<file path="config.mk">
export PLATFORM = sky130hd
export DESIGN_NAME = alarm_scheduler
export DESIGN_NICKNAME = d
export VERILOG_FILES = /design/src/rtl/alarm_scheduler.sv
export SDC_FILE = /design/constraint.sdc
export NUM_CORES = 1
export LEC_CHECK = 0
export BUFFER_PORTS_ARGS = -buffer_cell sky130_fd_sc_hd__buf_2
export CORE_MARGIN = 2
export CORE_UTILIZATION = 35
export CTS_BUF_LIST = sky130_fd_sc_hd__clkbuf_2
export CTS_CLUSTER_SIZE = 24
export DETAILED_ROUTE_END_ITERATION = 8
export REMOVE_ABC_BUFFERS = 1
export SLEW_MARGIN = 20
export SYNTH_ARGS = -nofsm -noshare
export SYNTH_HDL_FRONTEND = slang
export SYNTH_SLANG_ARGS = --single-unit
</file>
<file path="constraint.sdc">
create_clock -name clk -period 2.6 [get_ports clk]
set_clock_uncertainty 0.1 [all_clocks]
set_input_delay 0.26 -clock clk [delete_from_list [all_inputs] [get_ports clk]]
set_output_delay 0.26 -clock clk [all_outputs]
set_load 0.02 [all_outputs]
</file>
<file path="src/rtl/alarm_scheduler.sv">
// Multi-slot alarm controller: compares programmed hh:mm slots against the running
// clock on each whole-minute tick and sequences ring / snooze / stop / timeout.
module alarm_scheduler #(
  parameter int unsigned NUM_ALARMS = 4,
  parameter int unsigned SNOOZE_SEC = 300,
  parameter int unsigned RING_SEC   = 60,
  parameter int unsigned MAX_SNOOZE = 3
) (
  input  logic       clk,
  input  logic       reset,
  input  logic       sec_tick,
  input  logic [4:0] cur_hour,
  input  logic [5:0] cur_minute,
  input  logic [5:0] cur_second,
  input  logic       cfg_we,
  input  logic [1:0] cfg_slot,
  input  logic [4:0] cfg_hour,
  input  logic [5:0] cfg_minute,
  input  logic       cfg_en,
  input  logic       stop,
  input  logic       snooze,
  output logic       alarm,
  output logic [1:0] ring_slot,
  output logic [1:0] state,
  output logic [2:0] snooze_cnt,
  output logic       cfg_err
);

  localparam int unsigned SLOTS  = 4;
  localparam int unsigned TMR_W  = 10;
  localparam logic [2:0]  NUM_A  = 3'(NUM_ALARMS);
  localparam logic [2:0]  MAX_S  = 3'(MAX_SNOOZE);
  localparam logic [TMR_W-1:0] RING_T  = TMR_W'(RING_SEC);
  localparam logic [TMR_W-1:0] SNOOZ_T = TMR_W'(SNOOZE_SEC);

  localparam logic [1:0] ST_IDLE   = 2'b00;
  localparam logic [1:0] ST_RING   = 2'b01;
  localparam logic [1:0] ST_SNOOZE = 2'b10;

  logic [4:0]       r_hour [SLOTS];
  logic [5:0]       r_min  [SLOTS];
  logic [SLOTS-1:0] r_en;
  logic             r_cfg_err;

  logic [1:0]       r_state,   w_state_nxt;
  logic             r_alarm,   w_alarm_nxt;
  logic [1:0]       r_slot,    w_slot_nxt;
  logic [2:0]       r_cnt,     w_cnt_nxt;
  logic [TMR_W-1:0] r_timer,   w_timer_nxt;

  logic             w_cfg_ok;
  logic             w_minute_tick;
  logic [SLOTS-1:0] w_match;
  logic             w_any;
  logic [1:0]       w_win;

  assign w_cfg_ok = ({1'b0, cfg_slot} < NUM_A) && (cfg_hour <= 5'd23) && (cfg_minute <= 6'd59);
  assign w_minute_tick = sec_tick && (cur_second == 6'd0);

  // Slot storage; out-of-range writes are dropped and flagged one cycle later
  always_ff @(posedge clk) begin
    if (reset) begin
      for (int i = 0; i < SLOTS; i++) begin
        r_hour[i] <= '0;
        r_min[i]  <= '0;
      end
      r_en      <= '0;
      r_cfg_err <= 1'b0;
    end else begin
      r_cfg_err <= cfg_we && !w_cfg_ok;
      if (cfg_we && w_cfg_ok) begin
        r_hour[cfg_slot] <= cfg_hour;
        r_min[cfg_slot]  <= cfg_minute;
        r_en[cfg_slot]   <= cfg_en;
      end
    end
  end

  // Match against registered slot contents, so a same-cycle write is not seen
  always_comb begin
    for (int i = 0; i < SLOTS; i++) begin
      w_match[i] = w_minute_tick && r_en[i] &&
                   (r_hour[i] == cur_hour) && (r_min[i] == cur_minute);
    end
  end

  // Lowest index wins
  always_comb begin
    w_win = 2'd0;
    w_any = 1'b0;
    for (int i = SLOTS - 1; i >= 0; i--) begin
      if (w_match[i]) begin
        w_win = 2'(i);
        w_any = 1'b1;
      end
    end
  end

  always_ff @(posedge clk) begin
    if (reset) begin
      r_state <= ST_IDLE;
      r_alarm <= 1'b0;
      r_slot  <= 2'd0;
      r_cnt   <= 3'd0;
      r_timer <= '0;
    end else begin
      r_state <= w_state_nxt;
      r_alarm <= w_alarm_nxt;
      r_slot  <= w_slot_nxt;
      r_cnt   <= w_cnt_nxt;
      r_timer <= w_timer_nxt;
    end
  end

  always_comb begin
    w_state_nxt = r_state;
    w_alarm_nxt = r_alarm;
    w_slot_nxt  = r_slot;
    w_cnt_nxt   = r_cnt;
    w_timer_nxt = r_timer;
    case (r_state)
      ST_IDLE: begin
        if (w_any) begin
          w_state_nxt = ST_RING;
          w_alarm_nxt = 1'b1;
          w_slot_nxt  = w_win;
          w_cnt_nxt   = 3'd0;
          w_timer_nxt = RING_T;
        end
      end
      ST_RING: begin
        if (stop || (snooze && (r_cnt >= MAX_S))) begin
          w_state_nxt = ST_IDLE;
          w_alarm_nxt = 1'b0;
          w_timer_nxt = '0;
        end else if (snooze) begin
          w_state_nxt = ST_SNOOZE;
          w_alarm_nxt = 1'b0;
          w_cnt_nxt   = r_cnt + 3'd1;
          w_timer_nxt = SNOOZ_T;
        end else if (sec_tick) begin
          if (r_timer <= TMR_W'(1)) begin
            w_state_nxt = ST_IDLE;
            w_alarm_nxt = 1'b0;
            w_timer_nxt = '0;
          end else begin
            w_timer_nxt = r_timer - TMR_W'(1);
          end
        end
      end
      ST_SNOOZE: begin
        if (stop) begin
          w_state_nxt = ST_IDLE;
          w_alarm_nxt = 1'b0;
          w_timer_nxt = '0;
        end else if (w_any) begin
          // A fresh alarm preempts the snoozed one and starts a new event
          w_state_nxt = ST_RING;
          w_alarm_nxt = 1'b1;
          w_slot_nxt  = w_win;
          w_cnt_nxt   = 3'd0;
          w_timer_nxt = RING_T;
        end else if (sec_tick) begin
          if (r_timer <= TMR_W'(1)) begin
            w_state_nxt = ST_RING;
            w_alarm_nxt = 1'b1;
            w_timer_nxt = RING_T;
          end else begin
            w_timer_nxt = r_timer - TMR_W'(1);
          end
        end
      end
      default: begin
        w_state_nxt = ST_IDLE;
        w_alarm_nxt = 1'b0;
        w_timer_nxt = '0;
      end
    endcase
  end

  assign alarm      = r_alarm;
  assign ring_slot  = r_slot;
  assign state      = r_state;
  assign snooze_cnt = r_cnt;
  assign cfg_err    = r_cfg_err;

endmodule

</file>
==> results_tabular.tex <==
\begin{tabular}{lr}
\hline
Metric & Value \\
\hline
\multicolumn{2}{l}{\textbf{Routing}} \\
Routed len/inst & 15.0 µm \\
DRC violation total after the first TritonRoute iteration & 144 \\
Via total after detailed routing & 2790 \\
Post-route DRC & 0 \\
Final wirelength & 8520 µm \\
Total iterations of the first detailed-routing run & 4 \\
Via density & 4.93 \\
Antenna viol nets, final & 0 \\
\multicolumn{2}{l}{\textbf{Synth}} \\
Register area share after synthesis & 50.0\% \\
Number of cells produced by synthesis & 369 \\
YS warnings & 0 \\
Adder and majority gate portion of the synthesized area & 1.40\% \\
Unique cell type count in the Yosys netlist & 49 \\
FF+latch count, synth & 67 \\
Main combinational cell family by area after synthesis & simple AND/OR/NAND/NOR gates \\
Share of synthesized area spent on multiplexers & 1.96\% \\
Most used flip-flop cell after synthesis & edfxtp\_1 \\
Post-synth EDFFs & 44 \\
Simple-Gate Fraction of Synth Area & 20.7\% \\
XOR/XNOR Fraction of Synth Area & 11.5\% \\
Compound-cell area share of the yosys netlist & 9.09\% \\
FFs w/ async S/R, synth & 0\% \\
Syn Std Cell Area & 3570 µm² \\
Syn\_area\_per\_cell & 9.66 µm² \\
\multicolumn{2}{l}{\textbf{Setup path}} \\
Required time of the critical path & 2.95 ns \\
Maximum fanout along the worst path & 3 \\
Worst reg2reg setup slack & 0.07 ns \\
Worst-case reg-to-reg path depth & 8 \\
Timing startpoint of the critical path & snooze\_cnt[0]\$\_SDFFE\_PP0P\_ \\
Category of the critical setup timing path & flip-flop to flip-flop \\
Crit start category & flip-flop \\
CP arrival & 2.89 ns \\
Reg-to-reg critical path startpoint & snooze\_cnt[0]\$\_SDFFE\_PP0P\_ \\
Nature of the critical path endpoint & flip-flop \\
Reg2reg end & r\_timer[8]\$\_SDFFE\_PP0P\_ \\
\multicolumn{2}{l}{\textbf{Clocking}} \\
TritonCTS clock tree & done \\
Number of buffers on the longest clock path & 2 \\
Clock latency on the worst-skew pair & 0.52 ns \\
Root cell of the clock tree & clkbuf\_2 \\
Clk sinks & 67 \\
Clock transition at the registers of the reported paths & 0.20 ns \\
CTS Buf Count & 9 \\
Clock H-tree levels & 3 \\
\multicolumn{2}{l}{\textbf{Global routing}} \\
Via count of the first global-routing pass & 2778 \\
Number of antenna violations at the first check in global routing & 0 \\
Pin count of the biggest net entering global routing & 22 \\
Overall track demand over capacity in global routing & 15.7\% \\
Total congestion overflow after global routing & 0 \\
Wire length of the first global-routing pass & 13600 µm \\
\multicolumn{2}{l}{\textbf{Cells and area}} \\
Post-route cell area & 4230 µm² \\
Number of nets in the final layout & 469 \\
Share of the core filled with cells in the final layout & 43.1\% \\
Fraction of layout cells with a size suffix above 1 & 20.3\% \\
Most common library cell in the layout ignoring fill and taps & nor2\_1 \\
Number of diodes & 0 \\
Commonest non-fill, non-tap cells in the layout & nor2\_1, buf\_2, xnor2\_1, edfxtp\_1, nand2\_1 \\
Growth of design area from synthesis to finish & 18.7\% \\
\multicolumn{2}{l}{\textbf{Die}} \\
Starting utilization of the core area & 36.3\% \\
Number of ports placed on the die boundary & 46 \\
Full die area & 11000 µm² \\
Std cell rows & 36 \\
Overall die height & 105 µm \\
Area of the core & 9820 µm² \\
Chip width & 105 µm \\
\multicolumn{2}{l}{\textbf{Placement}} \\
Placed instance area & 3910 µm² \\
Number of buffers added on ports & 45 \\
DP Wirelength & 5980 µm \\
Gp weighted congestion & 0.835 \\
\multicolumn{2}{l}{\textbf{STA}} \\
Final count of pins violating max slew & 0 \\
Max-Slew Margin vs Limit & 39.9\% \\
Transition at the pin with the smallest max-transition slack & 0.898 ns \\
Final hold slack & 0.0552 ns \\
Final hold violation count & 0 \\
Post-layout minimum cycle time & 2.53 ns \\
Share of the clock period used by the worst path & 97.4\% \\
RSZ-0062 raised after global routing & true \\
Number of endpoints failing setup at the final stage & 0 \\
Post-route setup TNS & 0 ns \\
Fmax & 0.395 GHz \\
\multicolumn{2}{l}{\textbf{Power}} \\
Power consumption & 0.00210 W \\
Highest ir drop seen on vdd & 0.384 mV \\
Total leakage power & 1.62 nW \\
Pwr/cell area & 497 nW/µm² \\
\multicolumn{2}{l}{\textbf{Min path}} \\
Endpoint of the worst hold-timing path & r\_timer[8]\$\_SDFFE\_PP0P\_ \\
Hold Path Stages & 3 \\
Beginning of the worst hold path & stop \\
Min-delay worst type & primary input to flip-flop \\
\multicolumn{2}{l}{\textbf{Outcome}} \\
Run status & completed \\
\multicolumn{2}{l}{\textbf{Job}} \\
Max cap viols & 0 \\
\hline
\end{tabular}
## metal layers
| metal | routed length, µm | share of wire, % | up-vias | track usage [%] |
|---|---|---|---|---|
| li1 | - | - | 1394 | - |
| met1 | 3880 | 46 | 1329 | 20.1 |
| met2 | 4220 | 50 | 61 | 26.8 |
| met3 | 373 | 4.4 | 6 | 4.30 |
| met4 | 45 | 0.53 | 0 | 2.57 |
| met5 | 0 | 0 | - | 0 |
## critical path, cell delays in order, from the launching register on
cell and delay, ns:
dfxtp_1 0.39, ha_4 0.17, ha_2 0.16, a211o_1 0.24, or3b_1 0.37, or2_4 0.27
a21boi_1 0.13, or4_4 0.53, a21oi_2 0.14
## cells in the mapped netlist (2+ instances only)
cell type	instances	area share, %
mux2i_1	7	2.0
o21ai_0	9	1.3
nand3_1	5	0.70
inv_1	21	2.2
nor3b_1	2	0.42
or2_2	4	0.70
edfxtp_1	44	37
dfxtp_1	23	13
buf_2	11	1.5
o21a_1	2	0.42
a31oi_1	4	0.70
o2111ai_1	2	0.49
clkbuf_1	10	1.1
nor3_1	7	0.98
o22ai_1	2	0.35
nand2_1	30	3.2
a21oi_1	14	2.0
a21boi_0	2	0.42
xnor2_1	44	11
nand2b_1	6	1.1
ha_1	4	1.4
nor2_1	65	6.8
nor3_2	4	1.1
nor2b_1	2	0.35
a211oi_1	2	0.42
nand4_1	20	3.5
## kinds of logic after synthesis
| logic type | count (synthesis) |
|---|---|
| AND/OR/NAND/NOR | 153 |
| flip-flops | 67 |
| AO/OA/AOI/OAI | 48 |
| XOR/XNOR | 46 |
| buffers and inverters | 44 |
| multiplexers | 7 |
| adder cells (fa/ha/maj) | 4 |
## repair_timing
| action | CTS | global route |
|---|---|---|
| hold buffers | 16 | 0 |
| setup endpoints to repair | 0 | 2 |
| hold endpoints to repair | 21 | 0 |
| resized for setup | 0 | 8 |
| setup buffers | 0 | 1 |
## layout make-up
type                       count  area (µm²)
timing repair buffer          71         460
sequential                    67        1790
fill                        1004        5590
tap                          133         166
clock inverter                 6        73.8
clock buffer                  10        50.0
inverter                      21        78.8
multi-input combinational    258        1620
## registers in the layout, summed over array words and instances, names as in the netlist
signal and count:
alarm 1, state 2, r_min 24, r_hour 20, r_en 4, r_timer 10, ring_slot 2, snooze_cnt 3
cfg_err 1
## power by group
group	internal, W	leakage [nW]	total [W]	switching [W]
clock network	0.000237	0.0767	0.000653	0.000417
logic	0.000109	0.930	0.000238	0.000130
registers	0.00119	0.615	0.00121	0.0000227
total	0.00153	1.62	0.00210	0.000569
## metrics by stage
stage	std cells	worst slack [ns]
6_report	566	0.0684
5_1_grt	566	-0.0499
4_1_cts	565	0.0603
3_5_place_dp	533	0.112
3_3_place_gp	533	0.157
2_1_floorplan	346	0.0969
## how the worst max path moves through the flow
| stage | to | slack, ns |
|---|---|---|
| 2_1_floorplan | r_timer[8]$_SDFFE_PP0P_ | 0.1 |
| 3_3_place_gp | r_timer[8]$_SDFFE_PP0P_ | 0.16 |
| 3_5_place_dp | r_timer[8]$_SDFFE_PP0P_ | 0.11 |
| 4_1_cts | r_timer[8]$_SDFFE_PP0P_ | 0.06 |
| 5_1_grt | r_timer[8]$_SDFFE_PP0P_ | -0.05 |
| 6_report | r_timer[8]$_SDFFE_PP0P_ | 0.07 |
No activity file was read; power rests on OpenSTA's default activity.
